$ cat config.mk
export PLATFORM = sky130hd
export DESIGN_NAME = cpu_sequencer_flat
export DESIGN_NICKNAME = d
export VERILOG_FILES = /design/src/rtl/cpu_sequencer_pkg.sv /design/src/rtl/cpu_sequencer_if.sv /design/src/rtl/cpu_sequencer.sv /design/src/flat_wrapper.sv
export SDC_FILE = /design/constraint.sdc
export NUM_CORES = 1
export LEC_CHECK = 0
export CELL_PAD_IN_SITES_DETAIL_PLACEMENT = 0
export CELL_PAD_IN_SITES_GLOBAL_PLACEMENT = 1
export CORE_ASPECT_RATIO = 1.5
export CORE_MARGIN = 4
export CORE_UTILIZATION = 25
export DETAILED_ROUTE_END_ITERATION = 10
export PLACE_DENSITY = 0.66
export SETUP_SLACK_MARGIN = 0.15
export SYNTH_ARGS = -nofsm -noshare
export SYNTH_HDL_FRONTEND = slang
export SYNTH_SLANG_ARGS = --single-unit
$ cat constraint.sdc
create_clock -name clk -period 3 [get_ports clk]
set_input_delay 0.75 -clock clk [delete_from_list [all_inputs] [get_ports clk]]
set_output_delay 0.75 -clock clk [all_outputs]
set_load 0.02 [all_outputs]
$ cat src/rtl/cpu_sequencer_pkg.sv
// Shared types and constants for the multicycle CPU sequencer.
//   state_t   - sequencer FSM state encoding
//   ctrl_t    - bundle of every control strobe the sequencer drives
//   OP_*      - instruction opcode field values (instr[15:13])
//   REG_SEL_* - register-field select encodings
//   WB_SEL_*  - writeback source encodings
package cpu_pkg;

  typedef enum logic [4:0] {
    StWait, StIf1, StIf2, StUpc, StDec, StWimm, StGeta, StGetb, StExec,
    StWb, StAddr, StLda, StMrd, StMwb, StGetd, StPass, StStw, StHalt
  } state_t;

  localparam logic [2:0] OP_MOV = 3'b110;
  localparam logic [2:0] OP_ALU = 3'b101;
  localparam logic [2:0] OP_LDR = 3'b011;
  localparam logic [2:0] OP_STR = 3'b100;
  localparam logic [2:0] OP_HLT = 3'b111;

  localparam logic [1:0] REG_SEL_RM = 2'b00;
  localparam logic [1:0] REG_SEL_RD = 2'b01;
  localparam logic [1:0] REG_SEL_RN = 2'b10;

  localparam logic [1:0] WB_SEL_C   = 2'b00;
  localparam logic [1:0] WB_SEL_PC  = 2'b01;
  localparam logic [1:0] WB_SEL_IMM = 2'b10;
  localparam logic [1:0] WB_SEL_RAM = 2'b11;

  typedef struct packed {
    logic       waiting;
    logic [1:0] reg_sel;
    logic [1:0] wb_sel;
    logic       w_en;
    logic       en_a;
    logic       en_b;
    logic       en_c;
    logic       en_status;
    logic       sel_a;
    logic       sel_b;
    logic       clear_pc;
    logic       load_pc;
    logic       load_ir;
    logic       load_addr;
    logic       sel_addr;
    logic       ram_w_en;
  } ctrl_t;

  // Strobes presented while idling in WAIT (and therefore during reset).
  localparam ctrl_t CTRL_WAIT = '{waiting: 1'b1, clear_pc: 1'b1, load_pc: 1'b1, default: '0};

  // CMP only updates status; it never produces a result in C.
  function automatic logic is_cmp(logic [2:0] opcode, logic [1:0] op);
    return (opcode == OP_ALU) && (op == 2'b01);
  endfunction

endpackage

$ cat src/rtl/cpu_sequencer_if.sv
// Control bundle between the sequencer and the decoder/datapath/RAM.
//   master - sequencer side: takes start/opcode/op, drives every strobe
//   slave  - datapath side: the mirror image
interface cpu_sequencer_if;
  logic       start;
  logic [2:0] opcode;
  logic [1:0] op;
  logic       waiting;
  logic [1:0] reg_sel;
  logic [1:0] wb_sel;
  logic       w_en;
  logic       en_A;
  logic       en_B;
  logic       en_C;
  logic       en_status;
  logic       sel_A;
  logic       sel_B;
  logic       clear_pc;
  logic       load_pc;
  logic       load_ir;
  logic       load_addr;
  logic       sel_addr;
  logic       ram_w_en;
  logic       illegal;

  modport master (
    input  start, opcode, op,
    output waiting, reg_sel, wb_sel, w_en, en_A, en_B, en_C, en_status, sel_A, sel_B,
           clear_pc, load_pc, load_ir, load_addr, sel_addr, ram_w_en, illegal
  );

  modport slave (
    output start, opcode, op,
    input  waiting, reg_sel, wb_sel, w_en, en_A, en_B, en_C, en_status, sel_A, sel_B,
           clear_pc, load_pc, load_ir, load_addr, sel_addr, ram_w_en, illegal
  );
endinterface

$ cat src/rtl/cpu_sequencer.sv
// Multicycle control FSM for the simple RISC machine: fetch, PC update,
// register read, execute, writeback and RAM load/store. Holds no data.
// Ports:
//   clk   - clock, rising edge
//   rst_n - asynchronous reset, ACTIVE-HIGH despite the name
//   bus   - cpu_sequencer_if.master (start/opcode/op in, strobes out)
// Parameter RAM_RD_LAT must be 1.
// Macro ILLEGAL_HALT_EN: an unlisted opcode/op halts and sets a sticky
// illegal flag; when undefined it is a NOP and illegal is tied low.
module cpu_sequencer
  import cpu_pkg::*;
#(
  parameter int unsigned RAM_RD_LAT = 1
) (
  input  logic               clk,
  input  logic               rst_n,
  cpu_sequencer_if.master    bus
);

  if (RAM_RD_LAT != 1) begin : g_bad_lat
    $fatal(1, "cpu_sequencer: only RAM_RD_LAT == 1 is supported");
  end

  state_t state_q, state_d;
  ctrl_t  ctrl_q, ctrl_d;

`ifdef ILLEGAL_HALT_EN
  logic illegal_q, illegal_d;
`endif

  // Next-state logic.
  always_comb begin
    state_d = state_q;
`ifdef ILLEGAL_HALT_EN
    illegal_d = illegal_q;
`endif
    case (state_q)
      StWait: if (bus.start) state_d = StIf1;
      StIf1:  state_d = StIf2;
      StIf2:  state_d = StUpc;
      StUpc:  state_d = StDec;
      StDec: begin
        if (bus.opcode == OP_MOV && bus.op == 2'b10)      state_d = StWimm;
        else if (bus.opcode == OP_MOV && bus.op == 2'b00) state_d = StGetb;
        else if (bus.opcode == OP_ALU)                    state_d = (bus.op == 2'b11) ? StGetb
                                                                                      : StGeta;
        else if (bus.opcode == OP_LDR || bus.opcode == OP_STR) state_d = StGeta;
        else if (bus.opcode == OP_HLT)                    state_d = StHalt;
        else begin
`ifdef ILLEGAL_HALT_EN
          state_d   = StHalt;
          illegal_d = 1'b1;
`else
          state_d = StIf1;
`endif
        end
      end
      StWimm: state_d = StIf1;
      StGeta: state_d = (bus.opcode == OP_ALU) ? StGetb : StAddr;
      StGetb: state_d = StExec;
      StExec: state_d = is_cmp(bus.opcode, bus.op) ? StIf1 : StWb;
      StWb:   state_d = StIf1;
      StAddr: state_d = StLda;
      StLda:  state_d = (bus.opcode == OP_LDR) ? StMrd : StGetd;
      StMrd:  state_d = StMwb;
      StMwb:  state_d = StIf1;
      StGetd: state_d = StPass;
      StPass: state_d = StStw;
      StStw:  state_d = StIf1;
      StHalt: state_d = StHalt;
      default: state_d = StWait;
    endcase
  end

  // Output decode of the next state, so the registered strobes line up
  // exactly with state_q and come straight from flops.
  always_comb begin
    ctrl_d = '0;
    case (state_d)
      StWait: ctrl_d = CTRL_WAIT;
      StIf1:  ctrl_d.sel_addr = 1'b1;
      StIf2: begin
        ctrl_d.sel_addr = 1'b1;
        ctrl_d.load_ir  = 1'b1;
      end
      StUpc:  ctrl_d.load_pc = 1'b1;
      StWimm: begin
        ctrl_d.reg_sel = REG_SEL_RN;
        ctrl_d.wb_sel  = WB_SEL_IMM;
        ctrl_d.w_en    = 1'b1;
      end
      StGeta: begin
        ctrl_d.reg_sel = REG_SEL_RN;
        ctrl_d.en_a    = 1'b1;
      end
      StGetb: begin
        ctrl_d.reg_sel = REG_SEL_RM;
        ctrl_d.en_b    = 1'b1;
      end
      StExec: begin
        ctrl_d.en_status = is_cmp(bus.opcode, bus.op);
        ctrl_d.en_c      = !is_cmp(bus.opcode, bus.op);
        // MOV-reg and MVN pass B through with a zero A operand.
        ctrl_d.sel_a     = (bus.opcode == OP_MOV) || (bus.opcode == OP_ALU && bus.op == 2'b11);
      end
      StWb: begin
        ctrl_d.reg_sel = REG_SEL_RD;
        ctrl_d.wb_sel  = WB_SEL_C;
        ctrl_d.w_en    = 1'b1;
      end
      StAddr: begin
        ctrl_d.sel_b = 1'b1;
        ctrl_d.en_c  = 1'b1;
      end
      StLda:  ctrl_d.load_addr = 1'b1;
      StMwb: begin
        ctrl_d.reg_sel = REG_SEL_RD;
        ctrl_d.wb_sel  = WB_SEL_RAM;
        ctrl_d.w_en    = 1'b1;
      end
      StGetd: begin
        ctrl_d.reg_sel = REG_SEL_RD;
        ctrl_d.en_b    = 1'b1;
      end
      StPass: begin
        ctrl_d.sel_a = 1'b1;
        ctrl_d.en_c  = 1'b1;
      end
      StStw:  ctrl_d.ram_w_en = 1'b1;
      StHalt: ctrl_d.waiting  = 1'b1;
      default: ctrl_d = '0;  // DEC and MRD drive nothing
    endcase
  end

  always_ff @(posedge clk or posedge rst_n) begin
    if (rst_n) begin
      state_q   <= StWait;
      ctrl_q    <= CTRL_WAIT;
`ifdef ILLEGAL_HALT_EN
      illegal_q <= 1'b0;
`endif
    end else begin
      state_q   <= state_d;
      ctrl_q    <= ctrl_d;
`ifdef ILLEGAL_HALT_EN
      illegal_q <= illegal_d;
`endif
    end
  end

  assign bus.waiting   = ctrl_q.waiting;
  assign bus.reg_sel   = ctrl_q.reg_sel;
  assign bus.wb_sel    = ctrl_q.wb_sel;
  assign bus.w_en      = ctrl_q.w_en;
  assign bus.en_A      = ctrl_q.en_a;
  assign bus.en_B      = ctrl_q.en_b;
  assign bus.en_C      = ctrl_q.en_c;
  assign bus.en_status = ctrl_q.en_status;
  assign bus.sel_A     = ctrl_q.sel_a;
  assign bus.sel_B     = ctrl_q.sel_b;
  assign bus.clear_pc  = ctrl_q.clear_pc;
  assign bus.load_pc   = ctrl_q.load_pc;
  assign bus.load_ir   = ctrl_q.load_ir;
  assign bus.load_addr = ctrl_q.load_addr;
  assign bus.sel_addr  = ctrl_q.sel_addr;
  assign bus.ram_w_en  = ctrl_q.ram_w_en;
`ifdef ILLEGAL_HALT_EN
  assign bus.illegal   = illegal_q;
`else
  assign bus.illegal   = 1'b0;
`endif

endmodule

$ cat src/flat_wrapper.sv
// flat-port wrapper written by rule: the top's interface ports become plain ports
module cpu_sequencer_flat import cpu_pkg::*;
#(
  parameter int unsigned RAM_RD_LAT = 1
)
  (clk, rst_n, bus_start, bus_opcode, bus_op, bus_waiting, bus_reg_sel, bus_wb_sel, bus_w_en, bus_en_A, bus_en_B, bus_en_C, bus_en_status, bus_sel_A, bus_sel_B, bus_clear_pc, bus_load_pc, bus_load_ir, bus_load_addr, bus_sel_addr, bus_ram_w_en, bus_illegal);
  cpu_sequencer_if bus_i ();
  input  logic clk;
  input  logic rst_n;
  input wire logic [$bits(bus_i.start)-1:0] bus_start;
  input wire logic [$bits(bus_i.opcode)-1:0] bus_opcode;
  input wire logic [$bits(bus_i.op)-1:0] bus_op;
  output wire logic [$bits(bus_i.waiting)-1:0] bus_waiting;
  output wire logic [$bits(bus_i.reg_sel)-1:0] bus_reg_sel;
  output wire logic [$bits(bus_i.wb_sel)-1:0] bus_wb_sel;
  output wire logic [$bits(bus_i.w_en)-1:0] bus_w_en;
  output wire logic [$bits(bus_i.en_A)-1:0] bus_en_A;
  output wire logic [$bits(bus_i.en_B)-1:0] bus_en_B;
  output wire logic [$bits(bus_i.en_C)-1:0] bus_en_C;
  output wire logic [$bits(bus_i.en_status)-1:0] bus_en_status;
  output wire logic [$bits(bus_i.sel_A)-1:0] bus_sel_A;
  output wire logic [$bits(bus_i.sel_B)-1:0] bus_sel_B;
  output wire logic [$bits(bus_i.clear_pc)-1:0] bus_clear_pc;
  output wire logic [$bits(bus_i.load_pc)-1:0] bus_load_pc;
  output wire logic [$bits(bus_i.load_ir)-1:0] bus_load_ir;
  output wire logic [$bits(bus_i.load_addr)-1:0] bus_load_addr;
  output wire logic [$bits(bus_i.sel_addr)-1:0] bus_sel_addr;
  output wire logic [$bits(bus_i.ram_w_en)-1:0] bus_ram_w_en;
  output wire logic [$bits(bus_i.illegal)-1:0] bus_illegal;
  assign bus_i.start = bus_start;
  assign bus_i.opcode = bus_opcode;
  assign bus_i.op = bus_op;
  assign bus_waiting = bus_i.waiting;
  assign bus_reg_sel = bus_i.reg_sel;
  assign bus_wb_sel = bus_i.wb_sel;
  assign bus_w_en = bus_i.w_en;
  assign bus_en_A = bus_i.en_A;
  assign bus_en_B = bus_i.en_B;
  assign bus_en_C = bus_i.en_C;
  assign bus_en_status = bus_i.en_status;
  assign bus_sel_A = bus_i.sel_A;
  assign bus_sel_B = bus_i.sel_B;
  assign bus_clear_pc = bus_i.clear_pc;
  assign bus_load_pc = bus_i.load_pc;
  assign bus_load_ir = bus_i.load_ir;
  assign bus_load_addr = bus_i.load_addr;
  assign bus_sel_addr = bus_i.sel_addr;
  assign bus_ram_w_en = bus_i.ram_w_en;
  assign bus_illegal = bus_i.illegal;
  cpu_sequencer #(.RAM_RD_LAT(RAM_RD_LAT)) u_core (.clk(clk), .rst_n(rst_n), .bus(bus_i));
endmodule
Word-level counts from Yosys, hierarchy flattened:

Index checks and enable logic that the tools add are counted.

* equality and inequality tests: 40
* reduce and logical (&&, ||, !) cells: 18
* mux-type cells: 26

Operator list (count)
* == test 5 x 4 -> 1 bit, second input constant: 15
* one-hot mux 5 bit (15 select lines): 1
* == test 5 x 3 -> 1 bit, second input constant: 7
* two-way mux 5 bit: 6
* == test 5 x 2 -> 1 bit, second input constant: 4
* == test 5 bit, second input constant: 4
* == test 3 bit, second input constant: 4
* two-way mux 1 bit: 12
* OR reduction 2 bit: 6
* == test 5 x 1 -> 1 bit, second input constant: 2
* logical NOT 5 bit: 2
* one-hot mux 3 bit (3 select lines): 1
* two-way mux 4 bit: 2
* == test 2 bit, second input constant: 2
* logical AND 1 bit: 4
* one-hot mux 1 bit (2 select lines): 2
* one-hot mux 2 bit (2 select lines): 1
* OR reduction 4 bit: 1
* == test 3 x 2 -> 1 bit, second input constant: 1
* OR reduction 3 bit: 1
* == test 2 x 1 -> 1 bit, second input constant: 1
* logical NOT 2 bit: 1
* logical OR 1 bit: 2
* two-way mux 2 bit: 1
* logical NOT 1 bit: 1

* bits of input ports: 8
* register bits: 23
* logic and storage cells: 101

Depth between registers and ports, before layout:

* depth after elaboration: 10
* depth in mapped cells: 7
* mapped depth without buffers: 6

Worst setup path after synthesis:

No wires, ideal clock.

* path type: input to register
* start point: input port bus_opcode[2]
* end point: register u_core.ctrl_q (netlist bit u_core.bus.load_pc)
* setup slack: 0.716 ns
* arrival: 2.189 ns
* stages: 6
* buffers on the path: 0
* cell sequence: nand3b_2 > and3_2 > a311oi_4 > inv_2 > or4b_4 > o32ai_1

RTL lines
* start: declaration: RTL line flat_wrapper.sv:11 `input wire logic [$bits(bus_i.opcode)-1:0] bus_opcode;`
* end signal: assignment: RTL line cpu_sequencer.sv:144 `ctrl_q <= ctrl_d;`
* end: declaration: RTL line cpu_sequencer.sv:25 `ctrl_t ctrl_q, ctrl_d;`

==> impl_metrics.py <==
metrics = {
    "synth": {
        "synth_seq_cells": 23,
        "post_synth.cell_area_avg_sq_um": 9.93,
        "synth_seq_area_share": 0.486,
        "ys_top_cells_by_area": "dfrtp_1 42%, dfstp_2 6.6%, nand2b_1 3.2%",
        "synth_cells": 120,
        "yosys_most_used_dff": "dfrtp_1",
        "synth_warnings": 0,
        "synth_edf_count": 0,
        "synth_fp_nets": 128,
        "synthArstFlopShare": 1.00,
        "synth_cell_types": 45,
        "synth_top_area_share": 0.420,
        "syn_area_sq_mm": 0.00119,
        "yosysTopAreaCell": "dfrtp_1",
    },
    "placement": {
        "post-dp-hpwl_microns": 2150,
        "placed_cell_area_sq_mm": 0.00155,
        "io_buffer_count": 25,
        "place.gp.congestion": 0.896,
    },
    "cells_and_area": {
        "fin_util": 0.348,
        "areaGrowthSynthToFinish_pct": 33.8,
        "antennaDiodeCount": 0,
        "finalNetCount": 159,
        "drive_above_1_share": 0.167,
        "design_area_sq_mm": 0.00159,
        "top_register": "u_core.state_q",
        "largest_register_ffs": 5,
    },
    "global_routing": {
        "grt_first_pass_wirelength_microns": 4690,
        "grt_max_degree": 24,
        "antenna_found_initial": 0,
        "first_global_vias": 992,
        "overflow": 0,
        "grt_usage": 0.100,
    },
    "run": {
        "max_cap_viol_count": 0,
    },
    "power": {
        "p_int_uw": 847,
        "p_leak_uw": 0.000675,
        "sw_frac_of_total": 0.396,
        "ir_drop_uv": 184,
        "p_comb_frac": 0.498,
        "p_per_area_mw_per_mm2": 880,
        "power_frac_seq": 0.367,
        "p_sw_uw": 555,
        "power.share.clock": 0.135,
    },
    "critical_path": {
        "path_class": "input pin to flip-flop",
        "crit_fanout": 4,
        "worstReg2RegStart": "u_core.state_q[2]",
        "worstPathRequired_ns": 3.17,
        "cp_slowest_stage_delay_ns": 0.55,
        "crit_arrival_ns": 2.82,
        "end_kind": "flip-flop",
        "reg2reg_slack_ns": 0.78,
        "r2r-end": "u_core.bus.load_pc",
        "critPathLaunchType": "input pin",
        "crit_chain": "clkdlybuf4s50_1, buf_4, o21ai_0, a21bo_2, a311oi_4, inv_2, or4b_4, o32ai_1",
        "ff2ff_path_depth": 6,
        "cp_top_family": "compound AO/OA/AOI/OAI gates",
        "path_buf_inv": 3,
        "cpMaxStageDelayCell": "or4b_4",
    },
    "sta": {
        "timing.final.hold_violations": 0,
        "period_share": 0.883,
        "slew_headroom": 0.454,
        "setup_violations": 0,
        "fmax_mhz": 378,
        "period_minus_slack_ns": 2.65,
        "final.setup.tns_ns": 0,
        "slew_violations": 0,
        "tightest_slew_ns": 0.818,
        "skew_ns": 0.00132,
        "rsz0062_at_grt": "no",
    },
    "detailed_routing": {
        "drt_iter0_markers": 16,
        "post_drt_via_cell_ratio": 4.74,
        "drtAntennaViolNets": 0,
        "vias": 1014,
        "top_layer": "met4",
        "routedWlPerCell_microns": 13.0,
        "post-route-drc-count": 0,
        "drt_pass1_iterations": 4,
        "drt-total-wl_microns": 2770,
        "dr_wl_met3_microns": 132,
        "met2WireLength_microns": 1420,
        "drt-met1-wl_microns": 1130,
    },
    "die": {
        "coreArea_sq_mm": 0.00458,
        "die_y_microns": 92.5,
        "rows": 30,
        "die_area_sq_mm": 0.00596,
        "pin_count": 27,
        "start_util": 0.260,
        "die_x_microns": 64.4,
    },
    "clock_network": {
        "clk_pin_slew_ns": 0.08,
        "numClockSinks": 23,
        "cts_tree": "yes",
        "clock_latency_ns": 0.26,
        "cts_buffer_depth": 2,
        "cts_made_buffers": 3,
        "hold_buffers": 0,
        "cts-resized-gates": 0,
        "htree_num_levels": 1,
        "cts_root_buf": "clkbuf_8",
        "post_cts_buffers": 0,
    },
    "min_path": {
        "hold_depth": 1,
        "min_from": "u_core.state_q[4]",
        "hold_path_class": "flip-flop to flip-flop",
        "min_to": "u_core.bus.load_ir",
    },
    "outcome": {
        "status": "finished, final reports clean",
    },
}
[cell families after synthesis]
kind of cell           share of synthesized area
DFF                                        0.486
buffers and inverters                     0.0473
and+or+nand+nor                            0.291
other                                    0.00315
AOI/OAI and AO/OA                          0.172
[area by class of cell]
type,count,area [sq um]
Sequential cell,23,579
Timing Repair Buffer,33,310
Multi-Input combinational cell,84,556
Clock inverter,1,5.00
Fill cell,508,2990
Inverter,6,22.5
Tap cell,64,80.1
Clock buffer,3,41.3
[worst max-delay path by stage]
stage                             start                  to  slack (ns)  cells after the start
after detailed placement  bus_opcode[1]  u_core.bus.load_pc        0.04                      8
final                     bus_opcode[1]  u_core.bus.load_pc        0.35                      8
after CTS                 bus_opcode[1]  u_core.bus.load_pc        0.34                      8
after global routing      bus_opcode[2]  u_core.bus.load_pc        0.24                      7
after global placement    bus_opcode[1]  u_core.bus.load_pc        0.13                      8
after floorplan           bus_opcode[2]  u_core.bus.load_pc        0.72                      6
[power by group through the flow]
stage,Clock (uW),Combinational (uW),Sequential (uW)
2_1_floorplan,0,442,530
6_report,189,698,515
3_3_place_gp,0,701,519
4_1_cts,196,707,513
5_1_grt,213,757,529
3_5_place_dp,0,709,518
[stage by stage]
stage          std cells  worst slack (ns)  total power (uW)  hold WS [ns]
4_1_cts              214             0.337              1420         0.747
2_1_floorplan        120             0.716               972         0.568
3_5_place_dp         210            0.0444              1230         0.720
6_report             214             0.352              1400         0.743
3_3_place_gp         210             0.134              1220         0.724
5_1_grt              214             0.239              1500         0.771
[per-layer routing]
| metal | global-route usage | vias up |
|---|---|---|
| li1 | - | 492 |
| met1 | 0.114 | 486 |
| met2 | 0.173 | 29 |
| met3 | 0.0182 | 7 |
| met4 | 0.0582 | 0 |
| met5 | 0 | - |
[Yosys cell counts (2+ instances only)]
| cell type | number |
|---|---|
| nand2_1 | 5 |
| nand3b_1 | 5 |
| and3b_1 | 2 |
| nand4_1 | 4 |
| clkbuf_1 | 2 |
| buf_2 | 3 |
| dfrtp_1 | 20 |
| dfstp_2 | 3 |
| nor2b_1 | 4 |
| inv_2 | 2 |
| a21oi_1 | 5 |
| o21ai_0 | 4 |
| nor3b_1 | 2 |
| nand2b_1 | 6 |
| nor3_1 | 7 |
| nand3_1 | 6 |
| nor2_1 | 9 |
| inv_1 | 4 |
[cell usage in the layout (no fill, tap or decap), types with 2 or more instances in the layout]
| master | netlist | layout |
|---|---|---|
| nor2_1 | 9 | 9 |
| nor3_1 | 7 | 7 |
| nand3_1 | 6 | 6 |
| nand4_1 | 4 | 4 |
| inv_2 | 2 | 2 |
| buf_4 | 1 | 8 |
| dfstp_2 | 3 | 3 |
| dfrtp_1 | 20 | 20 |
| nand3b_1 | 5 | 5 |
| nor2b_1 | 4 | 4 |
| nand2_1 | 5 | 5 |
| and3b_1 | 2 | 2 |
| nor3b_1 | 2 | 2 |
| clkbuf_8 | 0 | 3 |
| a21oi_1 | 5 | 5 |
| inv_1 | 4 | 4 |
| nand2b_1 | 6 | 6 |
| o21ai_0 | 4 | 4 |
| clkdlybuf4s50_1 | 0 | 25 |
No activity file was read; power rests on OpenSTA's default activity.
